$ cat src/rtl/usr_ctrl_pkg.sv
// usr_ctrl_pkg
//   Shared types and constants for the usr_ctrl command sequencer:
//   operation codes, FSM states, select encodings understood by usr,
//   and the fixed serialisation length.
package usr_ctrl_pkg;

  typedef enum logic [1:0] {
    SER_R = 2'b00,
    SER_L = 2'b01,
    ROT_R = 2'b10,
    ROT_L = 2'b11
  } op_t;

  typedef enum logic [1:0] {
    IDLE  = 2'b00,
    LOAD  = 2'b01,
    SHIFT = 2'b10,
    DONE  = 2'b11
  } state_t;

  localparam logic [1:0] USR_SEL_HOLD = 2'b00;
  localparam logic [1:0] USR_SEL_SHR  = 2'b01;
  localparam logic [1:0] USR_SEL_SHL  = 2'b10;
  localparam logic [1:0] USR_SEL_LOAD = 2'b11;

  localparam int SER_LEN = 4;

  // Serialising ops emit one bit per shift; rotations emit nothing.
  function automatic logic is_ser(input op_t op);
    return (op == SER_R) || (op == SER_L);
  endfunction

  // Right-moving ops shift toward bit 0.
  function automatic logic is_right(input op_t op);
    return (op == SER_R) || (op == ROT_R);
  endfunction

endpackage

$ cat src/rtl/usr_ctrl_usr.sv
// usr
//   Universal shift register: hold, shift right, shift left, parallel load.
//   Ports:
//     clk      - clock, rising edge
//     clr      - synchronous active-high clear (q <= 0)
//     sel      - 00 hold, 01 shift right, 10 shift left, 11 load
//     par_in   - parallel load word
//     right_in - bit entering at the MSB on a right shift
//     left_in  - bit entering at the LSB on a left shift
//     q        - register contents
module usr #(
  parameter int WIDTH = 4
) (
  input  logic             clk,
  input  logic             clr,
  input  logic [1:0]       sel,
  input  logic [WIDTH-1:0] par_in,
  input  logic             right_in,
  input  logic             left_in,
  output logic [WIDTH-1:0] q
);

  logic [WIDTH-1:0] r_q;

  always_ff @(posedge clk) begin
    if (clr) begin
      r_q <= '0;
    end else begin
      case (sel)
        2'b01:   r_q <= {right_in, r_q[WIDTH-1:1]};
        2'b10:   r_q <= {r_q[WIDTH-2:0], left_in};
        2'b11:   r_q <= par_in;
        default: r_q <= r_q;
      endcase
    end
  end

  assign q = r_q;

endmodule

$ cat src/rtl/usr_ctrl.sv
// usr_ctrl
//   Command sequencer around usr. A command (op, data, count) is accepted
//   over a valid/ready handshake, loaded into usr, then shifted for a
//   counted number of cycles to serialise (LSB- or MSB-first) or rotate.
//   Ports:
//     clk       - clock, rising edge
//     clr       - synchronous active-high reset, shared with usr
//     cmd_valid - command presented
//     cmd_ready - controller idle and not in reset
//     cmd_op    - 00 SER_R, 01 SER_L, 10 ROT_R, 11 ROT_L
//     cmd_data  - word to load
//     cmd_cnt   - rotate count (ROT ops only)
//     ser_out   - serial bit (pre-shift LSB for SER_R, MSB for SER_L)
//     ser_valid - ser_out meaningful this cycle
//     done      - one-cycle completion pulse
//     result    - current usr contents
module usr_ctrl
  import usr_ctrl_pkg::*;
#(
  parameter int WIDTH = 4,
  parameter int CNT_W = 3
) (
  input  logic             clk,
  input  logic             clr,
  input  logic             cmd_valid,
  output logic             cmd_ready,
  input  logic [1:0]       cmd_op,
  input  logic [WIDTH-1:0] cmd_data,
  input  logic [CNT_W-1:0] cmd_cnt,
  output logic             ser_out,
  output logic             ser_valid,
  output logic             done,
  output logic [WIDTH-1:0] result
);

  state_t           r_state;
  state_t           w_state_next;
  op_t              r_op;
  logic [WIDTH-1:0] r_data;
  logic [CNT_W-1:0] r_cnt_cmd;
  logic [CNT_W-1:0] r_cnt;
  logic [CNT_W-1:0] w_cnt_next;
  logic [CNT_W-1:0] w_load_cnt;
  logic             w_accept;
  logic [1:0]       w_sel;
  logic             w_right_in;
  logic             w_left_in;
  logic [WIDTH-1:0] w_q;

  assign cmd_ready = (r_state == IDLE) && !clr;
  assign w_accept  = cmd_valid && cmd_ready;

  // Serialisation always runs the full word; rotations use the latched count.
  assign w_load_cnt = is_ser(r_op) ? CNT_W'(SER_LEN) : r_cnt_cmd;

  always_ff @(posedge clk) begin
    if (clr) begin
      r_state   <= IDLE;
      r_cnt     <= '0;
      r_op      <= SER_R;
      r_data    <= '0;
      r_cnt_cmd <= '0;
    end else begin
      r_state <= w_state_next;
      r_cnt   <= w_cnt_next;
      if (w_accept) begin
        r_op      <= op_t'(cmd_op);
        r_data    <= cmd_data;
        r_cnt_cmd <= cmd_cnt;
      end
    end
  end

  always_comb begin
    w_state_next = r_state;
    w_cnt_next   = r_cnt;
    w_sel        = USR_SEL_HOLD;
    case (r_state)
      IDLE: begin
        if (w_accept) begin
          w_state_next = LOAD;
        end
      end
      LOAD: begin
        w_sel        = USR_SEL_LOAD;
        w_cnt_next   = w_load_cnt;
        w_state_next = (w_load_cnt != '0) ? SHIFT : DONE;
      end
      SHIFT: begin
        w_sel      = is_right(r_op) ? USR_SEL_SHR : USR_SEL_SHL;
        w_cnt_next = r_cnt - CNT_W'(1);
        // <= rather than == so a corrupted zero count cannot spin forever.
        if (r_cnt <= CNT_W'(1)) begin
          w_state_next = DONE;
        end
      end
      DONE: begin
        w_state_next = IDLE;
      end
      default: begin
        w_state_next = IDLE;
      end
    endcase
  end

  // Rotations feed the outgoing bit back in; serialisation fills with zeros.
  assign w_right_in = (r_op == ROT_R) ? w_q[0] : 1'b0;
  assign w_left_in  = (r_op == ROT_L) ? w_q[WIDTH-1] : 1'b0;

  usr #(
    .WIDTH(WIDTH)
  ) u_usr (
    .clk     (clk),
    .clr     (clr),
    .sel     (w_sel),
    .par_in  (r_data),
    .right_in(w_right_in),
    .left_in (w_left_in),
    .q       (w_q)
  );

  assign ser_valid = (r_state == SHIFT) && is_ser(r_op);
  assign ser_out   = ser_valid ? ((r_op == SER_R) ? w_q[0] : w_q[WIDTH-1]) : 1'b0;
  assign done      = (r_state == DONE);
  assign result    = w_q;

endmodule

$ cat config.mk
export PLATFORM = sky130hd
export DESIGN_NAME = usr_ctrl
export DESIGN_NICKNAME = d
export VERILOG_FILES = /design/src/rtl/usr_ctrl_pkg.sv /design/src/rtl/usr_ctrl_usr.sv /design/src/rtl/usr_ctrl.sv
export SDC_FILE = /design/constraint.sdc
export NUM_CORES = 1
export LEC_CHECK = 0
export CAP_MARGIN = 20
export CORE_MARGIN = 1.5
export CORE_UTILIZATION = 45
export CTS_BUF_LIST = sky130_fd_sc_hd__clkbuf_2 sky130_fd_sc_hd__clkbuf_4 sky130_fd_sc_hd__clkbuf_8
export DETAILED_ROUTE_END_ITERATION = 8
export PLACE_DENSITY = 0.78
export RECOVER_POWER = 25
export SLEW_MARGIN = 20
export SYNTH_ARGS = -nofsm -noshare
export SYNTH_HDL_FRONTEND = slang
export SYNTH_SLANG_ARGS = --single-unit
export TNS_END_PERCENT = 20
$ cat constraint.sdc
create_clock -name clk -period 3.6 [get_ports clk]
set_clock_uncertainty 0.15 [all_clocks]
set_input_delay 0.54 -clock clk [delete_from_list [all_inputs] [get_ports clk]]
set_output_delay 0.54 -clock clk [all_outputs]
set_load 0.01 [all_outputs]
Word level (Yosys, flattened, before mapping)
Cells that the tools add are included.
{ "op_classes": {"muxes": 13, "eq_ne": 11, "add_sub_neg": 1, "n_reduce_logical": 12, "n_lt_le_gt_ge": 1} }
{ "op_table": {"columns": ["operator", "count"], "rows": [
  ["$eq 2x2->1 const B", 6],
  ["$pmux 4 s3", 1],
  ["$pmux 2 s4", 1],
  ["$eq 2x1->1 const B", 3],
  ["$mux 2", 3],
  ["$pmux 3 s2", 1],
  ["$reduce_bool 3->1", 2],
  ["$mux 1", 5],
  ["$logic_not 2->1", 2],
  ["$ne 2x2->1 const B", 2],
  ["$pmux 2 s2", 1],
  ["$le 3x1->1 const B", 1],
  ["$logic_and 1x1->1", 3],
  ["$mux 3", 1],
  ["$sub 3x1->3 const B", 1],
  ["$logic_or 1x1->1", 2],
  ["$reduce_and 2->1", 1],
  ["$reduce_bool 2->1", 1],
  ["$logic_not 1->1", 1]
]} }
{ "word_totals": {"ff_bits": 18, "out_inout_bits": 8, "wordCells": 44} }

Depth between registers and ports, before layout
Gate-level depths: netlist of the first run.
{ "depth": {"depth_word": 6, "ltp_mapped": 7} }

Hierarchy
From an unflattened synthesis of the first run, not the netlist that was laid out.
{ "unflattened": {"hier_cells": 105, "hier_area_um2": 953.4} }
{ "modules_own_cells": {"columns": ["module", "seq_area_each_um2", "instances", "cells_each", "area_each_um2"], "rows": [
  ["usr_ctrl", 280.3, 1, 93, 758.2],
  ["usr", 80.1, 1, 12, 195.2]
]} }

Worst setup path before layout of the first run
No wires, ideal clock.
{ "synth_path": {"path_kind": "input to output", "start": "input clr", "end": "output cmd_ready", "path_stages": 3, "path_slack_ns": 1.766, "arrival_ns": 1.144, "cell_sequence": "clkbuf_1 -> clkbuf_1 -> nor2_1"} }
{ "synth_between": {"elab_chain_cells": 2} }
{ "synth_rtl": {"columns": ["element", "line_no", "rtl"], "rows": [
  ["from (decl)", "usr_ctrl.sv:24", "input logic clr,"],
  ["$logic_not 1->1", "usr_ctrl.sv:50", "assign cmd_ready = (r_state == IDLE) && !clr;"],
  ["$logic_and 1x1->1", "usr_ctrl.sv:50", null],
  ["to (decl)", "usr_ctrl.sv:26", "output logic cmd_ready,"]
]} }
No other way between the ends.

Worst setup path in the final report of the first run
{ "layout_path": {"start": "register r_state[0]", "end": "output ser_out"} }
{ "layout_between": {"elab_chain_cells": 3} }
{ "layout_rtl": {"columns": ["element", "line_no", "rtl"], "rows": [
  ["from (decl)", "usr_ctrl.sv:36", "state_t r_state;"],
  ["from (signal assigned)", "usr_ctrl.sv:64", "r_state <= w_state_next;"],
  ["$eq 2x2->1", "usr_ctrl.sv:122", "assign ser_valid = (r_state == SHIFT) && is_ser(r_op);"],
  ["$logic_and 1x1->1", "usr_ctrl.sv:122", null],
  ["$mux 1", "usr_ctrl.sv:123", "assign ser_out = ser_valid ? ((r_op == SER_R) ? w_q[0] : w_q[WIDTH-1]) : 1'b0;"],
  ["to (decl)", "usr_ctrl.sv:30", "output logic ser_out,"]
]} }
No other way between the ends.

==> flow_summary_export.csv, run 1 <==
group,metric,value,unit
global_routing,antenna_found_initial,0,
placement,post-dp-hpwl,1.46,mm
floorplanning,ios,20,
cts,htree_levels,1,
cts,ctsResizeCount,0,
sta,worst_pin_slew,0.511,ns
cts,cts.path.max_buffers,2,
drt,drtIter0Drc,11,
global_routing,grt_pass1_vias,764,
critical_path,reg2reg_from,"r_state[0]",
cts,cts-hold-fix-buffers,0,
finish,nNetsFinal,158,
synth,synth_compound_area_frac,0.196,
worst_hold_path,hold_start,"r_data[0]",
drt,dr.pass1.iters,4,
global_routing,grt.total_usage,0.165,
placement,io_buffer_count,19,
drt,drtAntennaViolNets,0,
pwr,cellPowerDensity,677,nW/um^2
sta,whs,0.331,ns
synth,synth_mux_area_frac,0.0624,
critical_path,startpoint_type,"flip-flop",
sta,min_period,2.70,ns
critical_path,crit_path_end_kind,"primary output",
synth,syn_area,1000,sq um
outcome,run_status,"finished, final reports clean",
pwr,ir_drop,0.319,mV
synth,synth_seq_cells,18,
cts,cts_tree,"built",
synth,seq_area_frac_synth,0.360,
global_routing,grt_max_degree,23,
floorplanning,die_w,50.2,microns
sta,drv_slew,0,
synth,synthCells,120,
cts,cts-root-buf,"clkbuf_4",
cts,clk-insertion-delay-late,0.29,ns
critical_path,path_max_fanout,7,
sta,report.final.hold_viol_count,0,
worst_hold_path,min_path_cells,2,
floorplanning,placementRows,16,
synth,synth_xor_area_frac,0,
cts,post_cts_buffers,0,
global_routing,grt_overflow,0,
finish,final_cell_mix,"clkdlybuf4s50_1, dfxtp_1, nand2b_1",
worst_hold_path,hold_class,"reg -> reg",
floorplanning,initial_core_util,0.496,
sta,finalCritPeriodShare,0.751,
cts,cts_made_buffers,3,
global_routing,grt_pass1_wl,3.17,mm
sta,rsz0062_at_grt,"false",
pwr,p_leak,0.453,nW
synth,synth_cell_types,29,
placement,gp_congestion,0.793,
critical_path,r2r_cells,6,
sta,setup_tns,0,ns
sta,slew_headroom,0.659,
floorplanning,die_h,50.2,microns
synth,syn_avg_cell_area,8.35,sq um
drt,wl_per_cell,11.8,microns
synth,ys_warn_count,0,
pwr,power,0.827,mW
finish,utilization,0.604,
finish,drive_gt1_frac,0.0652,
cts,path_clk_slew,0.10,ns
synth,synth_top_family_by_area,"simple AND/OR/NAND/NOR gates",
critical_path,path_class,"reg -> out",
sta,max_freq,0.370,GHz
flow_run,maxCapViolations,0,
drt,routed_via_density,5.05,
critical_path,critical_path.cell_chain,"inv_1, ha_1, inv_2, nor3_1, clkdlybuf4s50_1",
critical_path,required,2.91,ns
synth,synth_fa_ha_area_frac,0.0874,
critical_path,worst_ep_arrival_time,2.01,ns
synth,yosys.area_share.simple,0.235,
synth,syn-num-nets,139,
sta,setup_viol,0,
critical_path,slowest_delay,0.57,ns
finish,syn2layout_area_growth,21.8,%
drt,routed_wirelength,1.94,mm
floorplanning,core_area,2020,sq um
cts,clock_sinks,18,
worst_hold_path,min_to,"r_data[0]",
critical_path,ff2ff_setup_slack,1.53,ns
critical_path,cp_slowest_cell,"clkdlybuf4s50_1",
finish,antenna_cells,0,
drt,via_count,834,
drt,drc,0,
critical_path,r2r_end,"u_usr.q[1]",
floorplanning,die-area,2520,sq um
## final cells by class
type                            count  area, sq um
Timing Repair Buffer               20          198
Sequential cell                    18          360
Multi-Input combinational cell     88          563
Tap cell                           27         33.8
Inverter                            8         30.0
Clock buffer                        4         36.3
Fill cell                         188          801
## routing by layer
layer,vias up,wire (microns),track usage
met4,0,27,0.0972
met2,15,927,0.259
met1,375,920,0.217
met3,4,64,0.0208
li1,440,-,-
met5,-,0,0
## critical path, delay by kind of cell, from the launching register on
family	cells	cell delay, ns
adders and majority gates	1	0.34
buffers and inverters	3	0.85
DFF	1	0.35
and+or+nand+nor	1	0.20
## worst max-delay path by stage
stage | from | to | slack [ns] | depth (start not counted)
floorplan | clr | cmd_ready | 1.77 | 3
global placement | clr | cmd_ready | 1.13 | 4
detailed placement | clr | cmd_ready | 1.13 | 4
CTS | r_state[0] | ser_out | 0.88 | 5
global route | r_state[0] | ser_out | 0.80 | 5
finish | r_state[0] | ser_out | 0.90 | 5
## cells in the mapped netlist
| library cell | count | area (sq um) |
|---|---|---|
| o22ai_1 | 2 | 12.5 |
| clkbuf_1 | 2 | 7.51 |
| nand4_1 | 1 | 6.26 |
| buf_4 | 1 | 7.51 |
| nor3_1 | 1 | 5.00 |
| dfxtp_1 | 18 | 360 |
| inv_1 | 7 | 26.3 |
| o31ai_2 | 1 | 12.5 |
| nand2_1 | 12 | 45.0 |
| a211oi_1 | 2 | 15.0 |
| o32ai_4 | 1 | 27.5 |
| o21ai_1 | 5 | 25.0 |
| or3_1 | 1 | 6.26 |
| o32ai_1 | 1 | 8.76 |
| nor3_2 | 1 | 10.0 |
| nor2b_1 | 4 | 25.0 |
| a22oi_1 | 1 | 7.51 |
| o21ai_0 | 10 | 50.1 |
| mux2_1 | 2 | 22.5 |
| mux2i_1 | 4 | 40.0 |
| a21oi_1 | 5 | 25.0 |
| buf_2 | 3 | 15.0 |
| ha_1 | 7 | 87.6 |
| nand2b_1 | 14 | 87.6 |
| a31oi_1 | 2 | 12.5 |
| nand3_2 | 1 | 10.0 |
| nor2_1 | 9 | 33.8 |
| and2_1 | 1 | 6.26 |
| inv_2 | 1 | 3.75 |
## sequential cells by signal, indices dropped and copies added (netlist names)
name / count
r_data: 4
u_usr.q: 4
r_cnt: 3
r_cnt_cmd: 3
r_op: 2
r_state: 2
## stage by stage
step                      setup WS, ns  std cells  area [sq um]
after floorplan                   1.77        120          1000
after global routing             0.798        165          1220
after detailed placement          1.13        161          1200
after CTS                        0.880        165          1240
after global placement            1.13        161          1200
final                            0.896        165          1220
## power breakdown
part	switching [mW]	internal (mW)	leakage, nW	total, mW
registers	0.0570	0.254	0.148	0.311
clock network	0.0605	0.0616	0.0210	0.122
logic	0.210	0.183	0.284	0.393
total	0.327	0.499	0.453	0.827
## cells by family after synthesis
group / count (synthesis)
AND/OR/NAND/NOR: 45
buffers and inverters: 14
AO/OA/AOI/OAI: 30
adder cells (fa/ha/maj): 7
flip-flops: 18
multiplexers: 6
Power figures use the tool's default switching activity.
==> run 2: changes to the inputs <==
==> constraint.sdc (replaced) <==
create_clock -name clk -period 2.7 [get_ports clk]
set_clock_uncertainty 0.15 [all_clocks]
set_input_delay 0.405 -clock clk [delete_from_list [all_inputs] [get_ports clk]]
set_output_delay 0.405 -clock clk [all_outputs]
set_load 0.01 [all_outputs]
==> run 2 against run 1 <==
Compared with the run above: routed wire length increased by 3.2%; combinational power increased by 42%; total power increased by 38%; clock-buffer cell count unchanged; setup slack got worse by 0.73 ns; sequential cell count unchanged; via count increased by 1.7%.
==> flow_summary_export.csv, run 2 (same netlist as run 1, synthesis figures left out) <==
group,metric,value,unit
finish,syn2layout_area_growth,23.7,%
cts,cts.path.max_buffers,2,
outcome,run_status,"finished, final reports clean",
cts,ctsResizeCount,0,
global_routing,grt.total_usage,0.175,
finish,nNetsFinal,158,
pwr,cellPowerDensity,920,nW/um^2
critical_path,crit_family,"buffers and inverters",
drt,routed_via_density,5.14,
sta,worst_slack,0.166,ns
global_routing,grt_pass1_vias,787,
pwr,ir_drop,0.448,mV
flow_run,maxCapViolations,0,
floorplanning,initial_core_util,0.496,
sta,worst_pin_slew,0.741,ns
placement,post-dp-hpwl,1.41,mm
pwr,p_int,0.678,mW
cts,clock_sinks,18,
cts,clk-insertion-delay-late,0.30,ns
sta,drv_slew,0,
finish,fillers,189,
pwr,pwr-share-clk,0.148,
critical_path,path_class,"reg -> out",
critical_path,path_max_fanout,7,
global_routing,antenna_found_initial,0,
cts,cts_made_buffers,3,
worst_hold_path,hold_class,"reg -> reg",
critical_path,path_buf_inv,3,
drt,wl_per_cell,12.1,microns
cts,path_clk_slew,0.11,ns
sta,setup_viol,0,
critical_path,worst_ep_arrival_time,1.98,ns
sta,setup_tns,0,ns
drt,drtAntennaViolNets,0,
critical_path,required,2.14,ns
drt,via_count,848,
placement,gp_congestion,0.799,
global_routing,grt_max_degree,21,
floorplanning,die_h,50.2,microns
cts,post_cts_buffers,0,
floorplanning,placementRows,16,
pwr,switching_power,0.463,mW
finish,largest_registers,"r_data (4), u_usr.q (4)",
global_routing,grt_pass1_wl,3.44,mm
floorplanning,ios,20,
floorplanning,core_area,2020,sq um
pwr,p_leak,0.459,nW
drt,drtIter0Drc,17,
pwr,pwr-share-seq,0.364,
sta,max_freq,0.395,GHz
sta,finalCritPeriodShare,0.939,
sta,rsz0062_at_grt,"false",
placement,io_buffer_count,19,
critical_path,critical_path.cell_chain,"inv_1, ha_1, inv_2, nor3_1, clkdlybuf4s50_1",
pwr,p_comb_frac,0.488,
finish,antenna_cells,0,
floorplanning,die-area,2520,sq um
critical_path,crit_path_end_kind,"primary output",
critical_path,startpoint_type,"flip-flop",
critical_path,cp_slowest_cell,"clkdlybuf4s50_1",
sta,whs,0.330,ns
finish,drive_gt1_frac,0.0725,
pwr,p_sw_frac,0.406,
finish,final_common_cell,"dfxtp_1",
cts,cts-hold-fix-buffers,0,
pwr,power,1.14,mW
global_routing,grt_overflow,0,
sta,report.final.hold_viol_count,0,
cts,cts_tree,"built",
sta,min_period,2.53,ns
finish,final_cell_mix,"dfxtp_1, clkdlybuf4s50_1, nand2b_1",
finish,layoutNonFillerInstCount,165,
sta,slew_headroom,0.506,
drt,drc,0,
placement,place_ws,0.490,ns
critical_path,slowest_delay,0.56,ns
cts,htree_levels,1,
placement,dp.cells,161,
drt,routed_wirelength,2.00,mm
cts,cts-root-buf,"clkbuf_4",
floorplanning,die_w,50.2,microns
drt,dr.pass1.iters,4,
-- run 2: cell count changes in the layout (fill, tap and decap cells not counted), sizes merged --
cell,previous run,this run
dlygate4sd3,1,2
clkdlybuf4s50,18,17
-- run 2: worst paths after layout --
| check | startpoint | to | slack [ns] | cells after the start |
|---|---|---|---|---|
| max | r_state[0] | ser_out | 0.17 | 5 |
| min | r_data[0] | r_data[0] | 0.33 | 2 |
| max reg2reg | r_state[1] | u_usr.q[2] | 0.68 | 6 |
| min reg2reg | r_data[0] | r_data[0] | 0.33 | 2 |
-- run 2: worst reg2reg max path, delay by kind of cell (launching register included) --
| family | cells | cell delay [ns] |
|---|---|---|
| buf+inv | 1 | 0.10 |
| flops | 1 | 0.42 |
| compound gates | 2 | 0.18 |
| fa+ha+maj | 1 | 0.53 |
| simple gates | 1 | 0.18 |
| mux | 1 | 0.35 |
-- run 2: power by group through the flow --
stage               registers [mW]  clock network, mW  logic [mW]
floorplan                    0.408                  0       0.422
global placement             0.417                  0       0.537
detailed placement           0.421                  0       0.555
CTS                          0.415              0.171       0.563
global route                 0.427              0.183       0.619
finish                       0.415              0.168       0.557
-- run 2: layout make-up --
class	count	area (sq um)	share of cell area
multi-input cells	88	582	0.469
flip-flops and latches	18	360	0.291
repair buffers	20	198	0.159
clock buffers	4	36.3	0.0293
well taps	27	33.8	0.0272
inverters	8	30.0	0.0242
-- run 2: through the flow --
step,cell area [sq um],util
2_1_floorplan,1000,-
3_3_place_gp,1200,0.595
3_5_place_dp,1200,0.595
4_1_cts,1240,0.613
5_1_grt,1240,0.613
6_report,1240,0.613
-- run 2: routing by layer --
layer	global-route usage	part of all wire
met3	0.0357	0.035
met4	0.0556	0.0070
met1	0.231	0.49
met5	0	0
met2	0.283	0.47
==> run 3: changes to the inputs <==
--- a/config.mk
+++ b/config.mk
@@ -11,7 +11,7 @@
 export CTS_BUF_LIST = sky130_fd_sc_hd__clkbuf_2 sky130_fd_sc_hd__clkbuf_4 sky130_fd_sc_hd__clkbuf_8
 export DETAILED_ROUTE_END_ITERATION = 8
 export PLACE_DENSITY = 0.78
-export RECOVER_POWER = 25
+export RECOVER_POWER = 100
 export SLEW_MARGIN = 20
 export SYNTH_ARGS = -nofsm -noshare
 export SYNTH_HDL_FRONTEND = slang
==> run 3 against run 2 <==
Compared with the run above: final cell count stayed put; critical path depth unchanged; sequential share of layout area increased by 0.69 points; final area is 2.3% lower; largest power group unchanged; first-iteration DRC count down 29%; highest routed layer is now met3; critical endpoint unchanged.
==> flow_summary_export.csv, run 3 (same netlist as run 1, synthesis figures left out) <==
group,metric,value,unit
outcome,run_status,"finished, final reports clean",
critical_path,cp_slowest_cell,"clkdlybuf4s50_1",
cts,cts-root-buf,"clkbuf_4",
floorplanning,initial_core_util,0.496,
sta,max_freq,0.395,GHz
sta,setup_tns,0,ns
cts,ctsResizeCount,0,
worst_hold_path,min_path_cells,2,
global_routing,grt_pass1_vias,787,
cts,htree_levels,1,
finish,syn2layout_area_growth,20.8,%
floorplanning,die_h,50.2,microns
critical_path,slowest_delay,0.56,ns
cts,clk-insertion-delay-late,0.29,ns
sta,drv_slew,0,
critical_path,crit_path_end_kind,"primary output",
critical_path,cpMostUsedCell,"inv_1",
worst_hold_path,hold_class,"reg -> reg",
cts,cts.path.max_buffers,2,
cts,post_cts_buffers,0,
placement,dp.cells,161,
finish,nNetsFinal,158,
finish,antenna_cells,0,
critical_path,startpoint_type,"flip-flop",
cts,cts_made_buffers,3,
finish,final_cell_mix,"dfxtp_1, nand2b_1, nand2_1",
drt,wl_per_cell,12.1,microns
cts,cts_tree,"built",
global_routing,grt_max_degree,21,
worst_hold_path,hold_start,"r_data[0]",
critical_path,crit_family,"buffers and inverters",
placement,post-dp-hpwl,1.41,mm
cts,clock_sinks,18,
floorplanning,die-area,2520,sq um
finish,drive_gt1_frac,0.0435,
floorplanning,die_w,50.2,microns
critical_path,path_class,"reg -> out",
global_routing,grt.total_usage,0.175,
finish,layoutNonFillerInstCount,165,
drt,dr.pass1.iters,4,
critical_path,required,2.14,ns
finish,fillers,195,
critical_path,path_buf_inv,3,
finish,largest_registers,"r_data (4), u_usr.q (4)",
global_routing,grt_pass1_wl,3.44,mm
worst_hold_path,min_to,"r_data[0]",
floorplanning,ios,20,
drt,routed_via_density,5.05,
critical_path,path_max_fanout,7,
drt,drtIter0Drc,12,
drt,via_count,833,
finish,utilization,0.599,
drt,drc,0,
drt,drtAntennaViolNets,0,
sta,worst_pin_slew,0.739,ns
critical_path,ff2ff_setup_slack,0.56,ns
placement,io_buffer_count,19,
cts,cts-hold-fix-buffers,0,
critical_path,r2r_cells,6,
pwr,cellPowerDensity,898,nW/um^2
critical_path,r2r_end,"u_usr.q[2]",
placement,gp_congestion,0.799,
drt,routed_wirelength,2.00,mm
global_routing,grt_overflow,0,
flow_run,maxCapViolations,0,
sta,report.final.hold_viol_count,0,
pwr,ir_drop,0.431,mV
sta,setup_viol,0,
sta,rsz0062_at_grt,"false",
critical_path,critical_path.cell_chain,"inv_1, ha_1, inv_1, nor3_1, clkdlybuf4s50_1",
cts,path_clk_slew,0.11,ns
pwr,p_leak,0.468,nW
floorplanning,core_area,2020,sq um
critical_path,reg2reg_from,"r_state[1]",
finish,layout.area.seq,360,sq um
floorplanning,placementRows,16,
global_routing,antenna_found_initial,0,
finish,final_common_cell,"dfxtp_1",
sta,slew_headroom,0.507,
critical_path,worst_ep_arrival_time,1.97,ns
sta,min_period,2.53,ns
finish,multiInputGateArea,553,sq um
sta,finalCritPeriodShare,0.937,
==> run 3: per-layer routing <==
metal | vias up | global-route usage | wire (microns)
li1 | 439 | - | -
met1 | 381 | 0.231 | 1010
met2 | 13 | 0.283 | 942
met3 | 0 | 0.0357 | 49
met4 | 0 | 0.0556 | 0
met5 | - | 0 | 0
==> run 3: area by class of cell <==
type | instances | area share
Timing Repair Buffer | 20 | 0.163
Sequential cell | 18 | 0.298
Inverter | 8 | 0.0248
Multi-Input combinational cell | 88 | 0.457
Tap cell | 27 | 0.0279
Clock buffer | 4 | 0.0300
==> run 3: how the worst max path moves through the flow <==
| stage | from | endpoint | slack (ns) | cells past startpoint |
|---|---|---|---|---|
| after CTS | r_state[0] | ser_out | 0.16 | 5 |
| after global placement | r_state[0] | ser_out | 0.54 | 5 |
| final | r_state[0] | ser_out | 0.17 | 5 |
| after floorplan | r_state[0] | ser_out | 1.01 | 4 |
| after detailed placement | r_state[0] | ser_out | 0.49 | 5 |
| after global routing | r_state[0] | ser_out | 0.02 | 5 |
==> run 3: worst min-delay path: cells and delay by family, from the launching register on <==
kind               cells  cell delay, ns
AOI/OAI and AO/OA      1            0.05
and+or+nand+nor        1            0.07
DFF                    1            0.33
==> run 3: report_power, final <==
part           internal, mW  switching (mW)
clock                0.0821          0.0843
combinational         0.232           0.275
sequential            0.339          0.0748
==> run 3: metrics by stage <==
stage          power (mW)  worst slack [ns]  cell area (sq um)  hold WS [ns]
6_report             1.09             0.170               1210         0.326
5_1_grt              1.17            0.0214               1210         0.353
4_1_cts              1.15             0.156               1240         0.328
3_5_place_dp        0.976             0.490               1200         0.306
3_3_place_gp        0.954             0.544               1200         0.304
2_1_floorplan       0.829              1.01               1000         0.293
